[config.mk]
export PLATFORM = sky130hd
export DESIGN_NAME = seg_scan_ctrl
export DESIGN_NICKNAME = d
export VERILOG_FILES = /design/src/rtl/seg_scan_ctrl.sv
export SDC_FILE = /design/constraint.sdc
export NUM_CORES = 1
export LEC_CHECK = 0
export ABC_CLOCK_PERIOD_IN_PS = 3900
export CAP_MARGIN = 20
export CORE_ASPECT_RATIO = 0.7
export CORE_MARGIN = 8
export CORE_UTILIZATION = 35
export DETAILED_ROUTE_END_ITERATION = 10
export PLACE_DENSITY_LB_ADDON = 0.12
export SETUP_SLACK_MARGIN = 0.1
export SLEW_MARGIN = 10
export SYNTH_ARGS = -nofsm -noshare
export SYNTH_HDL_FRONTEND = slang
export SYNTH_SLANG_ARGS = --single-unit
[constraint.sdc]
create_clock -name clk -period 3.9 [get_ports clk]
set_clock_uncertainty 0.15 [all_clocks]
set_input_delay 0.78 -clock clk [delete_from_list [all_inputs] [get_ports clk]]
set_output_delay 0.78 -clock clk [all_outputs]
set_load 0.01 [all_outputs]
[src/rtl/seg_scan_ctrl.sv]
// ---------------------------------------------------------------------------
// seg_scan_ctrl
//   Time-multiplexed scan controller for the 4-digit Basys seven-segment
//   display. Captures a 32-bit value into a snapshot on a load strobe and
//   shows one 16-bit page of it as four hex digits. A blanking gap with all
//   anodes off separates consecutive digits to prevent ghosting.
//
//   Optional build macro: SEG_LZB_EN -- leading-zero blanking per page.
//   Digit k is dark when it and every higher digit of the page are zero.
//   Digit 0 is always shown. Scan timing is identical either way.
//
// Ports
//   clk          system clock
//   rst          asynchronous reset, active-low
//   value_in     value to capture
//   value_valid  load strobe (snapshot <= value_in unless frozen)
//   freeze       1 = ignore value_valid, hold snapshot
//   page         0 = show snapshot[15:0], 1 = show snapshot[31:16]
//   an           anodes, active-low, one-hot-low while driving
//   seg          segments {g,f,e,d,c,b,a}, active-low
//   dp           decimal point, active-low (upper-page indicator on digit 0)
//   digit_idx    digit currently selected (0 = rightmost)
// ---------------------------------------------------------------------------
module seg_scan_ctrl #(
   parameter int unsigned REFRESH_CYCLES = 100000,
   parameter int unsigned BLANK_CYCLES   = 1000,
   parameter int unsigned DW             = 32
) (
   input  logic          clk,
   input  logic          rst,
   input  logic [DW-1:0] value_in,
   input  logic          value_valid,
   input  logic          freeze,
   input  logic          page,
   output logic [3:0]    an,
   output logic [6:0]    seg,
   output logic          dp,
   output logic [1:0]    digit_idx
);

   localparam int unsigned PW      = DW / 2;
   localparam int unsigned MAX_CYC = (REFRESH_CYCLES > BLANK_CYCLES) ? REFRESH_CYCLES : BLANK_CYCLES;
   localparam int unsigned CW      = (MAX_CYC > 1) ? $clog2(MAX_CYC) : 1;

   localparam logic [CW-1:0] REFRESH_LAST = CW'(REFRESH_CYCLES - 1);
   localparam logic [CW-1:0] BLANK_LAST   = CW'((BLANK_CYCLES == 0) ? 0 : BLANK_CYCLES - 1);
   localparam bit            HAS_BLANK    = (BLANK_CYCLES != 0);

   typedef enum logic {
      ST_BLANK = 1'b0,
      ST_DRIVE = 1'b1
   } state_t;

   state_t        state, state_nxt;
   logic [CW-1:0] cnt, cnt_nxt;
   logic [1:0]    idx_nxt;
   logic [DW-1:0] snapshot;

   logic [PW-1:0] page_val;
   logic [PW-1:0] page_shift;
   logic [3:0]    nib;
   logic          dark;

   logic [3:0]    an_nxt;
   logic [6:0]    seg_nxt;
   logic          dp_nxt;

   // Hex digit to active-low segment pattern {g,f,e,d,c,b,a}
   function automatic logic [6:0] hex7(input logic [3:0] n);
      logic [6:0] s;
      case (n)
         4'h0:    s = 7'b1000000;
         4'h1:    s = 7'b1111001;
         4'h2:    s = 7'b0100100;
         4'h3:    s = 7'b0110000;
         4'h4:    s = 7'b0011001;
         4'h5:    s = 7'b0010010;
         4'h6:    s = 7'b0000010;
         4'h7:    s = 7'b1111000;
         4'h8:    s = 7'b0000000;
         4'h9:    s = 7'b0010000;
         4'hA:    s = 7'b0001000;
         4'hB:    s = 7'b0000011;
         4'hC:    s = 7'b1000110;
         4'hD:    s = 7'b0100001;
         4'hE:    s = 7'b0000110;
         default: s = 7'b0001110;
      endcase
      return s;
   endfunction

   // Snapshot capture; freeze masks the strobe, last strobe wins
   always_ff @(posedge clk or negedge rst) begin
      if (!rst) begin
         snapshot <= '0;
      end else if (value_valid && !freeze) begin
         snapshot <= value_in;
      end
   end

   // State, phase counter and digit index registers
   always_ff @(posedge clk or negedge rst) begin
      if (!rst) begin
         state     <= ST_BLANK;
         cnt       <= '0;
         digit_idx <= 2'd0;
      end else begin
         state     <= state_nxt;
         cnt       <= cnt_nxt;
         digit_idx <= idx_nxt;
      end
   end

   // Next-state: BLANK -> DRIVE -> (advance digit) -> BLANK; skip BLANK when no gap
   always_comb begin
      state_nxt = state;
      cnt_nxt   = cnt + CW'(1);
      idx_nxt   = digit_idx;
      case (state)
         ST_BLANK: begin
            if (!HAS_BLANK || (cnt == BLANK_LAST)) begin
               state_nxt = ST_DRIVE;
               cnt_nxt   = '0;
            end
         end
         ST_DRIVE: begin
            if (cnt == REFRESH_LAST) begin
               idx_nxt   = digit_idx + 2'd1;
               cnt_nxt   = '0;
               state_nxt = HAS_BLANK ? ST_BLANK : ST_DRIVE;
            end
         end
         default: begin
            state_nxt = ST_BLANK;
            cnt_nxt   = '0;
         end
      endcase
   end

   // Digit selection for the upcoming cycle; page is live, not latched
   always_comb begin
      page_val   = page ? snapshot[DW-1:PW] : snapshot[PW-1:0];
      page_shift = page_val >> {idx_nxt, 2'b00};
      nib        = page_shift[3:0];
`ifdef SEG_LZB_EN
      // Dark when this digit and all higher ones are zero; digit 0 always lit
      dark       = (idx_nxt != 2'd0) && (page_shift == '0);
`else
      dark       = 1'b0;
`endif
   end

   // Output decode aligned with the next state so outputs track the registers
   always_comb begin
      an_nxt  = 4'b1111;
      seg_nxt = 7'b1111111;
      dp_nxt  = 1'b1;
      if ((state_nxt == ST_DRIVE) && !dark) begin
         an_nxt  = ~(4'b0001 << idx_nxt);
         seg_nxt = hex7(nib);
         dp_nxt  = !((idx_nxt == 2'd0) && page);
      end
   end

   // Registered display outputs
   always_ff @(posedge clk or negedge rst) begin
      if (!rst) begin
         an  <= 4'b1111;
         seg <= 7'b1111111;
         dp  <= 1'b1;
      end else begin
         an  <= an_nxt;
         seg <= seg_nxt;
         dp  <= dp_nxt;
      end
   end

endmodule
==> impl_metrics.yaml, run 1 <==
outcome:
  status: "finished, final reports clean"
sta:
  rsz0062_at_grt: "false"
  worstMarginPinSlew_ps: 893
  holdWs_ps: 338
  setup_violations: 0
  fin_setup_tns_ps: 0
  slew_headroom_pct: 40.4
  final_max_slew_viol_count: 0
  final-hold-violation-count: 0
  post-route-min-period_ps: 3230
  max_freq_mhz: 310
  finalCritPeriodShare_pct: 82.8
logic_synthesis:
  synth.net_count: 310
  ys_seq_elements: 64
  synth_ff_type: "dfrtp_1"
  synth_top_area_cell: "dfrtp_1"
  synthArstFlopShare_pct: 100
  synth_seq_area_share_pct: 49.1
  netlist_instances: 266
  netlist_area_um2: 3290
  yosys.area.top_type_share_pct: 39.5
  synth.distinct_cells: 56
  synth.area.top_cells: "dfrtp_1 (39%), mux2_2 (13%), dfstp_2 (9.6%), mux2i_1 (3.0%), mux4_2 (2.7%)"
  yosysWarningCount: 0
  synth_edf_count: 0
  syn_avg_cell_area_um2: 12.4
place:
  gp_congestion: 0.749
  dp_hpwl_um: 5310
  io_buffers: 50
setup_path:
  worstPathMaxFanout: 8
  cp.required_ps: 3970
  reg2reg_depth: 10
  path_class: "primary input to flop"
  startpoint_type: "primary input"
  end_kind: "flop"
  cp.arrival_ps: 3300
routing:
  routed_wl_um: 7110
  drcViolationCount: 0
  ant_nets: 0
  viasPerCell: 4.82
  first_pass_iters: 4
  vias: 2196
  drt-wirelength-per-cell_um: 15.6
  drt_first_iter_violations: 101
hold_path:
  min_path_cells: 1
  hold_class: "flop to flop"
layout:
  final_common_cell: "dfrtp_1"
  layout-drive-gt1-share_pct: 31.6
  fill_cells: 844
  final_cell_mix: "dfrtp_1 (52), clkdlybuf4s50_1 (49), mux2_2 (37)"
  antenna_cells: 0
  final_nets: 371
  syn_to_final_growth_pct: 29.4
clock_network:
  clk_latency_ps: 330
  cts_made_buffers: 9
  clk_pin_slew_ps: 50
  cts.sink_count: 64
  holdBufCountCts: 0
  cts_tree: "built"
  post-cts-setup-buffers: 0
  htree_num_levels: 3
  cts_root_buf: "clkbuf_16"
  clockBufferDepth: 2
  cts.repair.resized: 0
global_routing:
  grt_pass1_vias: 2343
  grt_usage_pct: 11.7
  grt_max_degree: 41
  antenna_found_initial: 0
  grt_pass1_wl_um: 12200
  grt_overflow: 0
floorplan:
  start_util_pct: 36.2
  die_w_um: 132
  placeableCoreArea_um2: 9110
  ios: 51
  rows: 29
  die_h_um: 97.2
  die_area_um2: 12800
power:
  ir_worst_vdd_uv: 219
  p_leak_nw: 1.81
  pwr_density_cell_nw_per_um2: 414
run:
  drv_cap: 0
==> metrics by stage <==
| step | total power (W) | util [%] | cell area [µm²] | std cells | worst slack (ps) |
|---|---|---|---|---|---|
| after CTS | 0.00179 | 46.8 | 4260 | 456 | 644 |
| after detailed placement | 0.00101 | 43.6 | 3970 | 440 | 305 |
| after floorplan | 0.000912 | - | 3290 | 266 | 777 |
| after global routing | 0.00185 | 46.8 | 4260 | 456 | 501 |
| after global placement | 0.00101 | 43.6 | 3970 | 440 | 350 |
| final | 0.00176 | 46.8 | 4260 | 456 | 669 |
==> path summary, 6_finish.rpt <==
kind	to	slack [ps]	startpoint
max	seg[6]	670	page
max in group asynchronous	seg[3]	2350	rst
min	cnt[0]	340	cnt[0]
min in group asynchronous	snapshot[20]	430	rst
max reg2reg	seg[1]	830	cnt[0]
min reg2reg	cnt[0]	340	cnt[0]
==> layout make-up <==
cell class	instances	area [µm²]	share of cell area (%)
flip-flops and latches	64	1620	37.9
inverters	10	37.5	0.881
well taps	124	155	3.64
clock buffers	12	267	6.25
repair buffers	63	593	13.9
multi-input cells	179	1570	36.7
clock inverters	4	27.5	0.646
==> per-layer routing <==
metal	GRT usage, %	part of all wire, %
met5	0	0
met4	3.96	1.2
met3	4.29	4.8
met2	15.8	41
met1	16.7	53
==> logic make-up (layout without fill, tap and decap cells) <==
family	count (synthesis)	after routing	synth area share, %
muxes	53	53	19.3
adders and majority gates	7	7	2.66
xor gates and xnor gates	16	16	4.48
and+or+nand+nor	81	81	16.1
DFF	64	64	49.1
AOI/OAI and AO/OA	22	22	4.82
buffers and inverters	23	89	3.49
==> flip-flops by register name (all words and copies together), names as in the netlist <==
signal / cells
an: 4
snapshot: 32
cnt: 17
seg: 7
digit_idx: 2
state: 1
dp: 1
==> power by group <==
| part | total, W | internal (W) | switching, W |
|---|---|---|---|
| clock network | 0.000766 | 0.000480 | 0.000286 |
| registers | 0.000741 | 0.000715 | 0.0000259 |
| logic | 0.000256 | 0.000147 | 0.000109 |
==> cell usage after synthesis (3+ instances only) <==
master and n:
buf_1 3, clkbuf_1 4, nor3_1 3, a21oi_1 5, ha_1 7, mux2i_1 10
nand4_1 9, o221ai_1 3, dfrtp_1 52, xor2_1 8, nand3_1 10, nor2_1 19
mux4_2 4, buf_2 3, inv_1 9, nand2_1 13, mux2_2 37, dfstp_2 12
o21ai_0 4, xnor2_1 7
==> critical path, cell delays in order <==
cell and delay (ps):
clkdlybuf4s50_1 640, buf_4 240, mux4_2 530, a221oi_2 510
buf_4 240, mux2i_1 200, o221ai_1 160
Note: power is estimated with default switching activity, not from simulation.
==> inputs of run 2 (changes only) <==
- ABC_CLOCK_PERIOD_IN_PS: 3900 -> 3400
- clock period: 3.9 -> 3.4 ns (I/O delays scaled with it)
==> impl_metrics.yaml, run 2 (synthesized netlist as in run 1, its figures left out) <==
layout:
  final_cell_mix: "dfrtp_1 (52), clkdlybuf4s50_1 (49), mux2_2 (37)"
  layout-drive-gt1-share_pct: 31.5
  final_nets: 375
  final_common_cell: "dfrtp_1"
  postLayoutCellArea_um2: 4300
  regMostFlops: "snapshot"
  antenna_cells: 0
  top_regs: "snapshot x32, cnt x17, seg x7"
  largest_reg_flops: 32
  syn_to_final_growth_pct: 30.6
  fill_cells: 843
setup_path:
  reg2reg_from: "cnt[0]"
  crit_chain: "ha_1 > nand4_2 > nor3b_4 > buf_4 > nand4_4 > mux2_4 > nor4_4 > inv_2 > ha_1 > mux2_4 > nand2_1 > o211ai_1"
  critPathSlowestCell: "dfrtp_1"
  startpoint_type: "flop"
  reg2reg_depth: 12
  cp_slowest_stage_delay_ps: 390
  cp.required_ps: 3490
  end_kind: "flop"
  worstPathMaxFanout: 7
  r2r_end: "seg[3]"
  cp.arrival_ps: 3100
  path_class: "flop to flop"
  r2r_slack_ps: 390
sta:
  final-hold-violation-count: 0
  post-route-min-period_ps: 3010
  setup_violations: 0
  finalCritPeriodShare_pct: 88.5
  slew_headroom_pct: 47.0
  final_max_slew_viol_count: 0
  fin_ws_ps: 392
  max_freq_mhz: 332
  rsz0062_at_grt: "false"
  worstMarginPinSlew_ps: 794
  fin_setup_tns_ps: 0
outcome:
  status: "finished, final reports clean"
clock_network:
  clk_pin_slew_ps: 60
  holdBufCountCts: 0
  htree_num_levels: 3
  post-cts-setup-buffers: 0
  cts.sink_count: 64
  cts_tree: "built"
  cts_made_buffers: 9
  clockBufferDepth: 2
  cts_root_buf: "clkbuf_16"
  clk_latency_ps: 330
  cts.repair.resized: 0
place:
  post-place-ws_ps: 33.0
  dp_hpwl_um: 5260
  io_buffers: 50
  gp_congestion: 0.804
  dpl_cell_area_um2: 4010
run:
  drv_cap: 0
hold_path:
  hold_class: "primary input to asynchronous set/reset pin"
routing:
  dr_wl_met2_um: 2770
  first_pass_iters: 4
  routed_wl_um: 6990
  route.top_layer_used: "met4"
  drt_first_iter_violations: 113
  wl_met3_um: 400
  viasPerCell: 4.74
  ant_nets: 0
  drcViolationCount: 0
  met1_length_um: 3710
  vias: 2179
  drt-wirelength-per-cell_um: 15.2
global_routing:
  grt_pass1_wl_um: 12000
  grt_pass1_vias: 2319
  antenna_found_initial: 0
  grt_usage_pct: 11.8
  grt_max_degree: 35
  grt_overflow: 0
floorplan:
  die_h_um: 97.2
  die_area_um2: 12800
  start_util_pct: 36.2
  ios: 51
  placeableCoreArea_um2: 9110
  rows: 29
  die_w_um: 132
power:
  p_leak_nw: 1.84
  pwr_density_cell_nw_per_um2: 475
  ir_worst_vdd_uv: 244
run 2: how the worst max path moves through the flow:
stage / slack (ps) / cells past startpoint / from / endpoint
5_1_grt: 150 / 13 / page / seg[5]
4_1_cts: 370 / 12 / cnt[0] / seg[3]
6_report: 390 / 12 / cnt[0] / seg[3]
2_1_floorplan: 380 / 10 / page / seg[3]
3_5_place_dp: 30 / 11 / page / seg[3]
3_3_place_gp: 80 / 12 / page / seg[6]
run 2: worst max-delay path: cells and delay by family, from the launching register on:
kind                     cells  cell delay, ps
AND/OR/NAND/NOR              5             860
adder cells (fa/ha/maj)      2             510
AO/OA/AOI/OAI                1             100
multiplexers                 2             610
flip-flops                   1             390
buffers and inverters        2             300
run 2: metal layers:
metal	global-route usage, %	up-vias
met1	16.3	1043
met3	5.32	12
li1	-	1075
met5	0	-
met2	15.4	49
met4	4.49	0
run 2: final cells by class:
cell class              instances  area (µm²)  area share [%]
repair buffers                 67         636            14.8
inverters                      10        37.5           0.872
well taps                     124         155            3.61
clock buffers                  13         250            5.82
multi-input cells             179        1570            36.4
flip-flops and latches         64        1620            37.6
clock inverters                 3        42.5           0.989
run 2: per-stage QoR:
stage	total power, W	util [%]	instances	hold slack [ps]
detailed placement	0.00116	44.0	444	325
floorplan	0.00105	-	266	234
global route	0.00215	47.2	460	349
finish	0.00205	47.2	460	288
CTS	0.00208	47.2	460	312
global placement	0.00116	44.0	444	326
run 2: where the power goes:
| group | leakage [nW] | switching, W | internal [W] |
|---|---|---|---|
| Combinational | 0.929 | 0.000125 | 0.000172 |
| Sequential | 0.767 | 0.0000276 | 0.000820 |
| Clock | 0.140 | 0.000315 | 0.000586 |
| Total | 1.84 | 0.000467 | 0.00158 |
